## config.mk

```make
export PLATFORM = sky130hd
export DESIGN_NAME = uart_rx_ctrl
export DESIGN_NICKNAME = d
export VERILOG_FILES = /design/src/rtl/uart_rx_ctrl.sv
export SDC_FILE = /design/constraint.sdc
export NUM_CORES = 1
export LEC_CHECK = 0
export ABC_AREA = 0
export CAP_MARGIN = 5
export CORE_ASPECT_RATIO = 0.7
export CORE_MARGIN = 10
export CORE_UTILIZATION = 25
export CTS_BUF_LIST = sky130_fd_sc_hd__clkbuf_4
export CTS_CLUSTER_DIAMETER = 200
export DETAILED_ROUTE_END_ITERATION = 16
export GPL_TIMING_DRIVEN = 0
export PLACE_DENSITY_LB_ADDON = 0.25
export SLEW_MARGIN = 20
export SYNTH_ARGS = -nofsm -noshare
export SYNTH_HDL_FRONTEND = slang
export SYNTH_SLANG_ARGS = --single-unit
```

## constraint.sdc

```tcl
create_clock -name clk -period 5 [get_ports clk]
set_input_delay 0.5 -clock clk [delete_from_list [all_inputs] [get_ports clk]]
set_output_delay 0.5 -clock clk [all_outputs]
set_load 0.05 [all_outputs]
```

## src/rtl/uart_rx_ctrl.sv

```systemverilog
`default_nettype none
// ============================================================================
// Module   : uart_rx_ctrl
// Brief    : UART receive frame sequencer. It drives the edge/bit counter,
//            deserialises data LSB-first, and checks parity and stop.
//            Optional UART_RX_ERR_CNT_EN adds a saturating error counter.
// Revision : 1.0 - initial release
// ============================================================================
module uart_rx_ctrl #(
    parameter int DATA_WIDTH = 8
) (
    input  logic                  clk,
    input  logic                  reset,
    input  logic                  rx_in,
    input  logic                  par_en,
    input  logic                  par_typ,
    input  logic [5:0]            prescale,
    input  logic [3:0]            bit_cnt,
    input  logic [4:0]            edge_cnt,
    input  logic                  sampled_bit,
`ifdef UART_RX_ERR_CNT_EN
    input  logic                  err_cnt_clr,
    output logic [7:0]            err_cnt,
`endif
    output logic                  cnt_enable,
    output logic [5:0]            cnt_prescale,
    output logic                  sample_en,
    output logic [DATA_WIDTH-1:0] p_data,
    output logic                  data_valid,
    output logic                  par_err,
    output logic                  stp_err
);

    typedef enum logic [2:0] {
        S_IDLE   = 3'd0,
        S_START  = 3'd1,
        S_DATA   = 3'd2,
        S_PARITY = 3'd3,
        S_STOP   = 3'd4
    } state_t;

    localparam logic [3:0] c_last_data_bit = 4'(DATA_WIDTH);

    state_t                r_state,        w_state_nxt;
    logic                  r_cnt_enable,   w_cnt_enable_nxt;
    logic                  r_sample_en,    w_sample_en_nxt;
    logic [5:0]            r_cnt_prescale, w_cnt_prescale_nxt;
    logic                  r_par_en,       w_par_en_nxt;
    logic                  r_par_typ,      w_par_typ_nxt;
    logic [DATA_WIDTH-1:0] r_shift,        w_shift_nxt;
    logic                  r_par_fail,     w_par_fail_nxt;
    logic [DATA_WIDTH-1:0] r_p_data,       w_p_data_nxt;
    logic                  r_data_valid,   w_data_valid_nxt;
    logic                  r_par_err,      w_par_err_nxt;
    logic                  r_stp_err,      w_stp_err_nxt;

    logic [5:0] w_edge_ext;
    logic [5:0] w_prescale_sel;
    logic       w_bit_end;
    logic       w_par_exp;

    assign w_edge_ext     = {1'b0, edge_cnt};
    assign w_prescale_sel = (prescale == 6'd8 || prescale == 6'd16 || prescale == 6'd32)
                            ? prescale : 6'd8;

    // The counter shortens the start bit by one edge to absorb the detection cycle.
    assign w_bit_end = r_cnt_enable &
                       (((bit_cnt == 4'd0) & (w_edge_ext == r_cnt_prescale - 6'd2)) |
                        ((bit_cnt != 4'd0) & (w_edge_ext == r_cnt_prescale - 6'd1)));

    assign w_par_exp = (^r_shift) ^ r_par_typ;

    always_ff @(posedge clk) begin
        if (reset) begin
            r_state        <= S_IDLE;
            r_cnt_enable   <= 1'b0;
            r_sample_en    <= 1'b0;
            r_cnt_prescale <= 6'd8;
            r_par_en       <= 1'b0;
            r_par_typ      <= 1'b0;
            r_shift        <= '0;
            r_par_fail     <= 1'b0;
            r_p_data       <= '0;
            r_data_valid   <= 1'b0;
            r_par_err      <= 1'b0;
            r_stp_err      <= 1'b0;
        end else begin
            r_state        <= w_state_nxt;
            r_cnt_enable   <= w_cnt_enable_nxt;
            r_sample_en    <= w_sample_en_nxt;
            r_cnt_prescale <= w_cnt_prescale_nxt;
            r_par_en       <= w_par_en_nxt;
            r_par_typ      <= w_par_typ_nxt;
            r_shift        <= w_shift_nxt;
            r_par_fail     <= w_par_fail_nxt;
            r_p_data       <= w_p_data_nxt;
            r_data_valid   <= w_data_valid_nxt;
            r_par_err      <= w_par_err_nxt;
            r_stp_err      <= w_stp_err_nxt;
        end
    end

    always_comb begin
        w_state_nxt        = r_state;
        w_cnt_enable_nxt   = r_cnt_enable;
        w_sample_en_nxt    = r_sample_en;
        w_cnt_prescale_nxt = r_cnt_prescale;
        w_par_en_nxt       = r_par_en;
        w_par_typ_nxt      = r_par_typ;
        w_shift_nxt        = r_shift;
        w_par_fail_nxt     = r_par_fail;
        w_p_data_nxt       = r_p_data;
        w_data_valid_nxt   = 1'b0;
        w_par_err_nxt      = 1'b0;
        w_stp_err_nxt      = 1'b0;

        case (r_state)
            S_IDLE: begin
                w_cnt_enable_nxt = 1'b0;
                w_sample_en_nxt  = 1'b0;
                if (!rx_in) begin
                    w_state_nxt        = S_START;
                    w_cnt_enable_nxt   = 1'b1;
                    w_sample_en_nxt    = 1'b1;
                    w_cnt_prescale_nxt = w_prescale_sel;
                    w_par_en_nxt       = par_en;
                    w_par_typ_nxt      = par_typ;
                    w_par_fail_nxt     = 1'b0;
                end
            end
            S_START: begin
                if (w_bit_end) begin
                    if (sampled_bit) begin
                        w_state_nxt      = S_IDLE;
                        w_cnt_enable_nxt = 1'b0;
                        w_sample_en_nxt  = 1'b0;
                    end else begin
                        w_state_nxt = S_DATA;
                    end
                end
            end
            S_DATA: begin
                if (w_bit_end) begin
                    w_shift_nxt = {sampled_bit, r_shift[DATA_WIDTH-1:1]};
                    if (bit_cnt == c_last_data_bit) begin
                        w_state_nxt = r_par_en ? S_PARITY : S_STOP;
                    end
                end
            end
            S_PARITY: begin
                if (w_bit_end) begin
                    if (sampled_bit != w_par_exp) begin
                        w_par_fail_nxt = 1'b1;
                        w_par_err_nxt  = 1'b1;
                    end
                    w_state_nxt = S_STOP;
                end
            end
            S_STOP: begin
                if (w_bit_end) begin
                    w_stp_err_nxt = ~sampled_bit;
                    if (sampled_bit && !r_par_fail) begin
                        w_p_data_nxt     = r_shift;
                        w_data_valid_nxt = 1'b1;
                    end
                    w_state_nxt      = S_IDLE;
                    w_cnt_enable_nxt = 1'b0;
                    w_sample_en_nxt  = 1'b0;
                end
            end
            default: begin
                w_state_nxt      = S_IDLE;
                w_cnt_enable_nxt = 1'b0;
                w_sample_en_nxt  = 1'b0;
            end
        endcase
    end

`ifdef UART_RX_ERR_CNT_EN
    logic [7:0] r_err_cnt;

    // Parity and stop strobes never coincide, so one increment per edge suffices.
    always_ff @(posedge clk) begin
        if (reset || err_cnt_clr) begin
            r_err_cnt <= 8'd0;
        end else if ((w_par_err_nxt || w_stp_err_nxt) && (r_err_cnt != 8'hFF)) begin
            r_err_cnt <= r_err_cnt + 8'd1;
        end
    end

    assign err_cnt = r_err_cnt;
`endif

    assign cnt_enable   = r_cnt_enable;
    assign cnt_prescale = r_cnt_prescale;
    assign sample_en    = r_sample_en;
    assign p_data       = r_p_data;
    assign data_valid   = r_data_valid;
    assign par_err      = r_par_err;
    assign stp_err      = r_stp_err;

endmodule
`default_nettype wire

```

======== Word-level counts from Yosys, hierarchy flattened ========
Cells that the tools add are included.
cells by class
  bitwise logic cells ..................... 11
  equality and inequality tests ........... 19
  reductions and logical operators ........ 18
  muxes and demuxes ....................... 21
  add/sub/neg operators ................... 2
operator list
  operator                                              number
  two-way mux 3 bit                                     7
  inequality test 2 bit (second input constant)         8
  one-hot mux 3 bit (5 select lines)                    1
  equality test 5 x 6 -> 1 bit                          2
  two-way mux 1 bit                                     9
  AND reduction 4 bit                                   2
  parity 8 bit                                          1
  equality test 3 x 2 -> 1 bit (second input constant)  2
  equality test 6 x 4 -> 1 bit (second input constant)  1
  equality test 6 x 5 -> 1 bit (second input constant)  1
  equality test 6 bit (second input constant)           1
  two-way mux 6 bit                                     1
  NOT 1 bit                                             6
  AND reduction 6 bit                                   1
  OR reduction 3 bit                                    2
  subtractor 6 x 1 -> 6 bit (second input constant)     1
  subtractor 6 x 2 -> 6 bit (second input constant)     1
  equality test 4 bit (second input constant)           1
  zero test 4 bit                                       1
  one-hot mux 1 bit (4 select lines)                    1
  AND reduction 2 bit                                   2
  nonzero test 4 bit                                    1
  bitwise AND 1 bit                                     3
  equality test 3 x 1 -> 1 bit (second input constant)  1
  13 further kinds                                      14
storage, ports and cells
  bits in registers ....................... 32

======== Logic depth before layout (Yosys ltp) ========
  word-level depth ........................ 7
  gate-level depth with buffers ........... 9
  mapped depth without buffers ............ 8

======== Worst setup path before layout ========
No wires, ideal clock.
  path kind ............................... register -> register
  start ................................... register r_cnt_prescale[1], in the netlist cnt_prescale[1]
  end ..................................... register r_state[2]
  data arrival time ....................... 2.514 ns
  setup time .............................. 0.121 ns
  stages on the path, launching flop included .. 9
  path slack .............................. 2.365 ns
  period minus slack after synthesis ...... 2.635 ns
  path through ............................ dfxtp_1 -> inv_1 -> ha_1 -> o21ba_1 -> a221o_1 -> a211o_1 -> nand2_1 -> a32o_1 -> mux2_2
on the way
  longest elaborated chain between the ends .. 7
  elaborated cells on any way between the ends .. 13
ends and longest elaborated chain
  element                                                                 line    text
  start: declaration                                                      47      logic [5:0] r_cnt_prescale, w_cnt_prescale_nxt;
  start signal: assignment                                                91      r_cnt_prescale <= w_cnt_prescale_nxt;
  subtractor 6 x 2 -> 6 bit or subtractor 6 x 1 -> 6 bit (tied branches)  68, 69
  equality test 5 x 6 -> 1 bit (on tied branches)                         68, 69
  bitwise AND 1 bit (on tied branches)                                    68, 69
  bitwise OR 1 bit (*)                                                    68      (((bit_cnt == 4'd0) & (w_edge_ext == r_cnt_prescale - 6'd2)) |
  bitwise AND 1 bit (*)                                                   67      assign w_bit_end = r_cnt_enable &
  inequality test 2 bit (no line)                                         n/a
  AND reduction 6 bit (no line) (*)                                       n/a
  end signal: assignment                                                  88      r_state <= w_state_nxt;
  end: declaration                                                        44      state_t r_state, w_state_nxt;
Every way passes the cells marked *; elsewhere a longest branch is shown, timed or not.
A chain may end at the register's enable or synchronous reset.

======== Worst setup path after layout ========
Same ends and word-level chain as after synthesis.

==> impl_results.md <==
- Status: completed
- Worst slack, placed: 2320 ps
- Max-slew violations: 0
- CP max stage delay: 410 ps
- Setup TNS Final: 0 ps
- Synth Flop Type: dfxtp_1
- H-tree depth: 2
- Kind of start point of the critical path: register
- Die ar.: 10600 um2
- Syn Nets: 219
- Largest net degree at the start of global routing: 12
- CP Class: register to register
- Crit path cell chain: inv_1, ha_1, o21ba_1, a221o_1, a211o_1, nand2_1, a32o_1, mux2_2
- Post-DR wirelength/cell: 12.4 um
- Yosys reg bits: 32
- Antenna viol nets, final: 0
- MaxCap Viol Count: 0
- Vias in the first global route: 1452
- Post-synth EDFFs: 0
- Critical path arrival: 2660 ps
- Bufs and invs on worst path: 1
- Worst-Skew Late Latency: 330 ps
- Leak pwr: 0.000887 uW
- Hold Crit Class: register to register
- HPWL after detailed placement: 3.37 mm
- CTS Buf Count: 5
- Final hold vios: 0
- Measured slew at the worst slew-check pin: 737 ps
- Data required, critical path: 5230 ps
- Overflow left after global routing: 0
- Clock sinks: 32
- Drt total wl: 4.15 mm
- Initial Util: 25.6%
- Worst Skew: 13.3 ps
- Max Root-Sink Buffers: 2
- Post-CTS setup buffers: 0
- Slew headroom: 50.4%
- Post-Syn Area per Cell: 8.78 um2
- DRT Pass-1 Iters: 4
- Final layout net count: 265
- ANT cells: 0
- CTS tree: done
- GRT Util Overall: 7.94%
- Max VDD drop: 0.111 mV
- Clk root buf: clkbuf_4
- Row count: 25
- Sequential area share after synthesis: 37.4%
- Post-CTS sizing: 0
- DR vias/cell: 4.45
- # DRC: 0
- Die width: 119 um
- # port buffers: 39
- Hold buffers post-CTS: 0
- PnR worst setup slack: 2570 ps
- Max Clock Freq: 411 MHz
- Placer Congestion: 0.806
- RSZ-0062 raised after global routing: no
- Fraction of registers with async set or reset after synthesis: 0%
- Power Density: 259 nW/um2
- Post-Synthesis Cells: 195
- Cell family contributing the most delay on the critical path: compound AO/OA/AOI/OAI gates
- P&R area growth vs syn: 32.9%
- Total power draw: 590 uW
- First-pass GRT wire length: 6.96 mm
- Fill cell count: 730
- Tcrit/Tclk final: 48.6%
- Mapped cell area: 1710 um2
- Core Area: 6690 um2
- Distinct cell type count after synthesis: 39
- Vias: 1496
- Crit Path Max Fanout: 5
- Slowest-stage cell, CP: dfxtp_1
- Clk slew on worst S/H paths: 110 ps
- Layout cell share with drive strength beyond 1: 6.20%
- CP Capture Type: register
- Iteration-0 DRC Markers: 75
- Yosys warning count: 0
- Die Y: 89.3 um
- Minimum clock period: 2430 ps
- Antenna violations before repair: 0
- Final Setup Violations: 0
- Hold WS: 477 ps
- # IOs: 40
kinds of logic (layout without fill, tap and decap cells):
| group | Yosys count | after routing | synth area share (%) |
|---|---|---|---|
| AND/OR/NAND/NOR | 73 | 73 | 21.8 |
| AO/OA/AOI/OAI | 32 | 32 | 13.2 |
| flip-flops | 32 | 32 | 37.4 |
| XOR/XNOR | 19 | 19 | 9.72 |
| multiplexers | 19 | 19 | 11.2 |
| buffers and inverters | 17 | 64 | 4.46 |
| adder cells (fa/ha/maj) | 3 | 3 | 2.19 |
path summary, 6_finish.rpt:
kind | depth (start not counted) | endpoint | start | slack (ps)
hold / removal | 2 | r_par_typ | r_par_typ | 480
hold reg to reg | 2 | r_par_typ | r_par_typ | 480
setup / recovery | 8 | r_state[2] | cnt_prescale[1] | 2570
setup reg to reg | 8 | r_state[2] | cnt_prescale[1] | 2570
sequential cells by signal, indices dropped and copies added (netlist names):
| name | count |
|---|---|
| p_data | 8 |
| cnt_prescale | 6 |
| data_valid | 1 |
| r_state | 3 |
| stp_err | 1 |
| r_par_fail | 1 |
| r_par_en | 1 |
| r_par_typ | 1 |
| par_err | 1 |
| sample_en | 1 |
| r_shift | 8 |
cells in the mapped netlist, drive strengths merged, types with 4 or more instances:
| cell type | instances | area, um2 |
|---|---|---|
| nand2 | 15 | 58.8 |
| clkbuf | 7 | 27.5 |
| a21oi | 6 | 30.0 |
| nor2 | 18 | 67.6 |
| xor2 | 6 | 52.6 |
| inv | 7 | 26.3 |
| xnor2 | 13 | 114 |
| nand3 | 4 | 20.0 |
| dfxtp | 32 | 641 |
| nand2b | 19 | 119 |
| mux2i | 18 | 180 |
| o21ai | 8 | 43.8 |
| nor3 | 5 | 25.0 |
worst reg2reg max path, cell delays in order, from the launching register on:
cell and delay [ps]:
dfxtp_1 410, inv_1 120, ha_1 290, o21ba_1 200
a221o_1 340, a211o_1 330, nand2_1 70, a32o_1 230
mux2_2 350
report_power, final:
| part | internal [uW] | switching [uW] | total, uW |
|---|---|---|---|
| Sequential | 265 | 10.4 | 276 |
| Clock | 54.0 | 90.2 | 144 |
| Combinational | 75.8 | 94.7 | 171 |
| Total | 395 | 195 | 590 |
metal layers:
metal	track usage [%]	vias up	part of all wire [%]	wire length (um)
li1	-	785	-	-
met1	11.0	661	52	2160
met2	11.3	48	39	1620
met3	2.71	2	7.9	328
met4	2.32	0	0.92	38
met5	0	-	0	0
cell usage in the layout, fill, tap and decap left out, types with 2 or more instances in the layout:
cell type        count
clkdlybuf4s50_1     39
dfxtp_1             32
nand2b_1            19
nor2_1              18
mux2i_1             18
nand2_1             14
xnor2_1             13
inv_1                7
o21ai_0              7
clkbuf_1             6
xor2_1               6
a21oi_1              6
nor3_1               5
clkbuf_4             5
nand3_1              4
buf_4                3
nor4_1               3
a2111oi_0            3
ha_1                 3
o211ai_1             2
nand4_1              2
a211o_1              2
o31ai_1              2
a32o_1               2
nor3b_1              2
clkinv_2             2
stage by stage:
| step | util (%) | cell area (um2) | cells |
|---|---|---|---|
| 2_1_floorplan | - | 1710 | 195 |
| 3_3_place_gp | 33.2 | 2220 | 328 |
| 3_5_place_dp | 33.2 | 2220 | 328 |
| 4_1_cts | 34.0 | 2280 | 336 |
| 5_1_grt | 34.0 | 2280 | 336 |
| 6_report | 34.0 | 2280 | 336 |
final cells by class:
class	instances	area (um2)	share of cell area (%)
inverters	7	26.3	1.15
plain buffers	10	50.0	2.20
clock buffers	5	37.5	1.65
clock inverters	3	18.8	0.824
multi-input cells	146	996	43.7
repair buffers	39	390	17.1
flip-flops and latches	32	641	28.1
well taps	94	118	5.16
(Power assumes the default switching activity.)
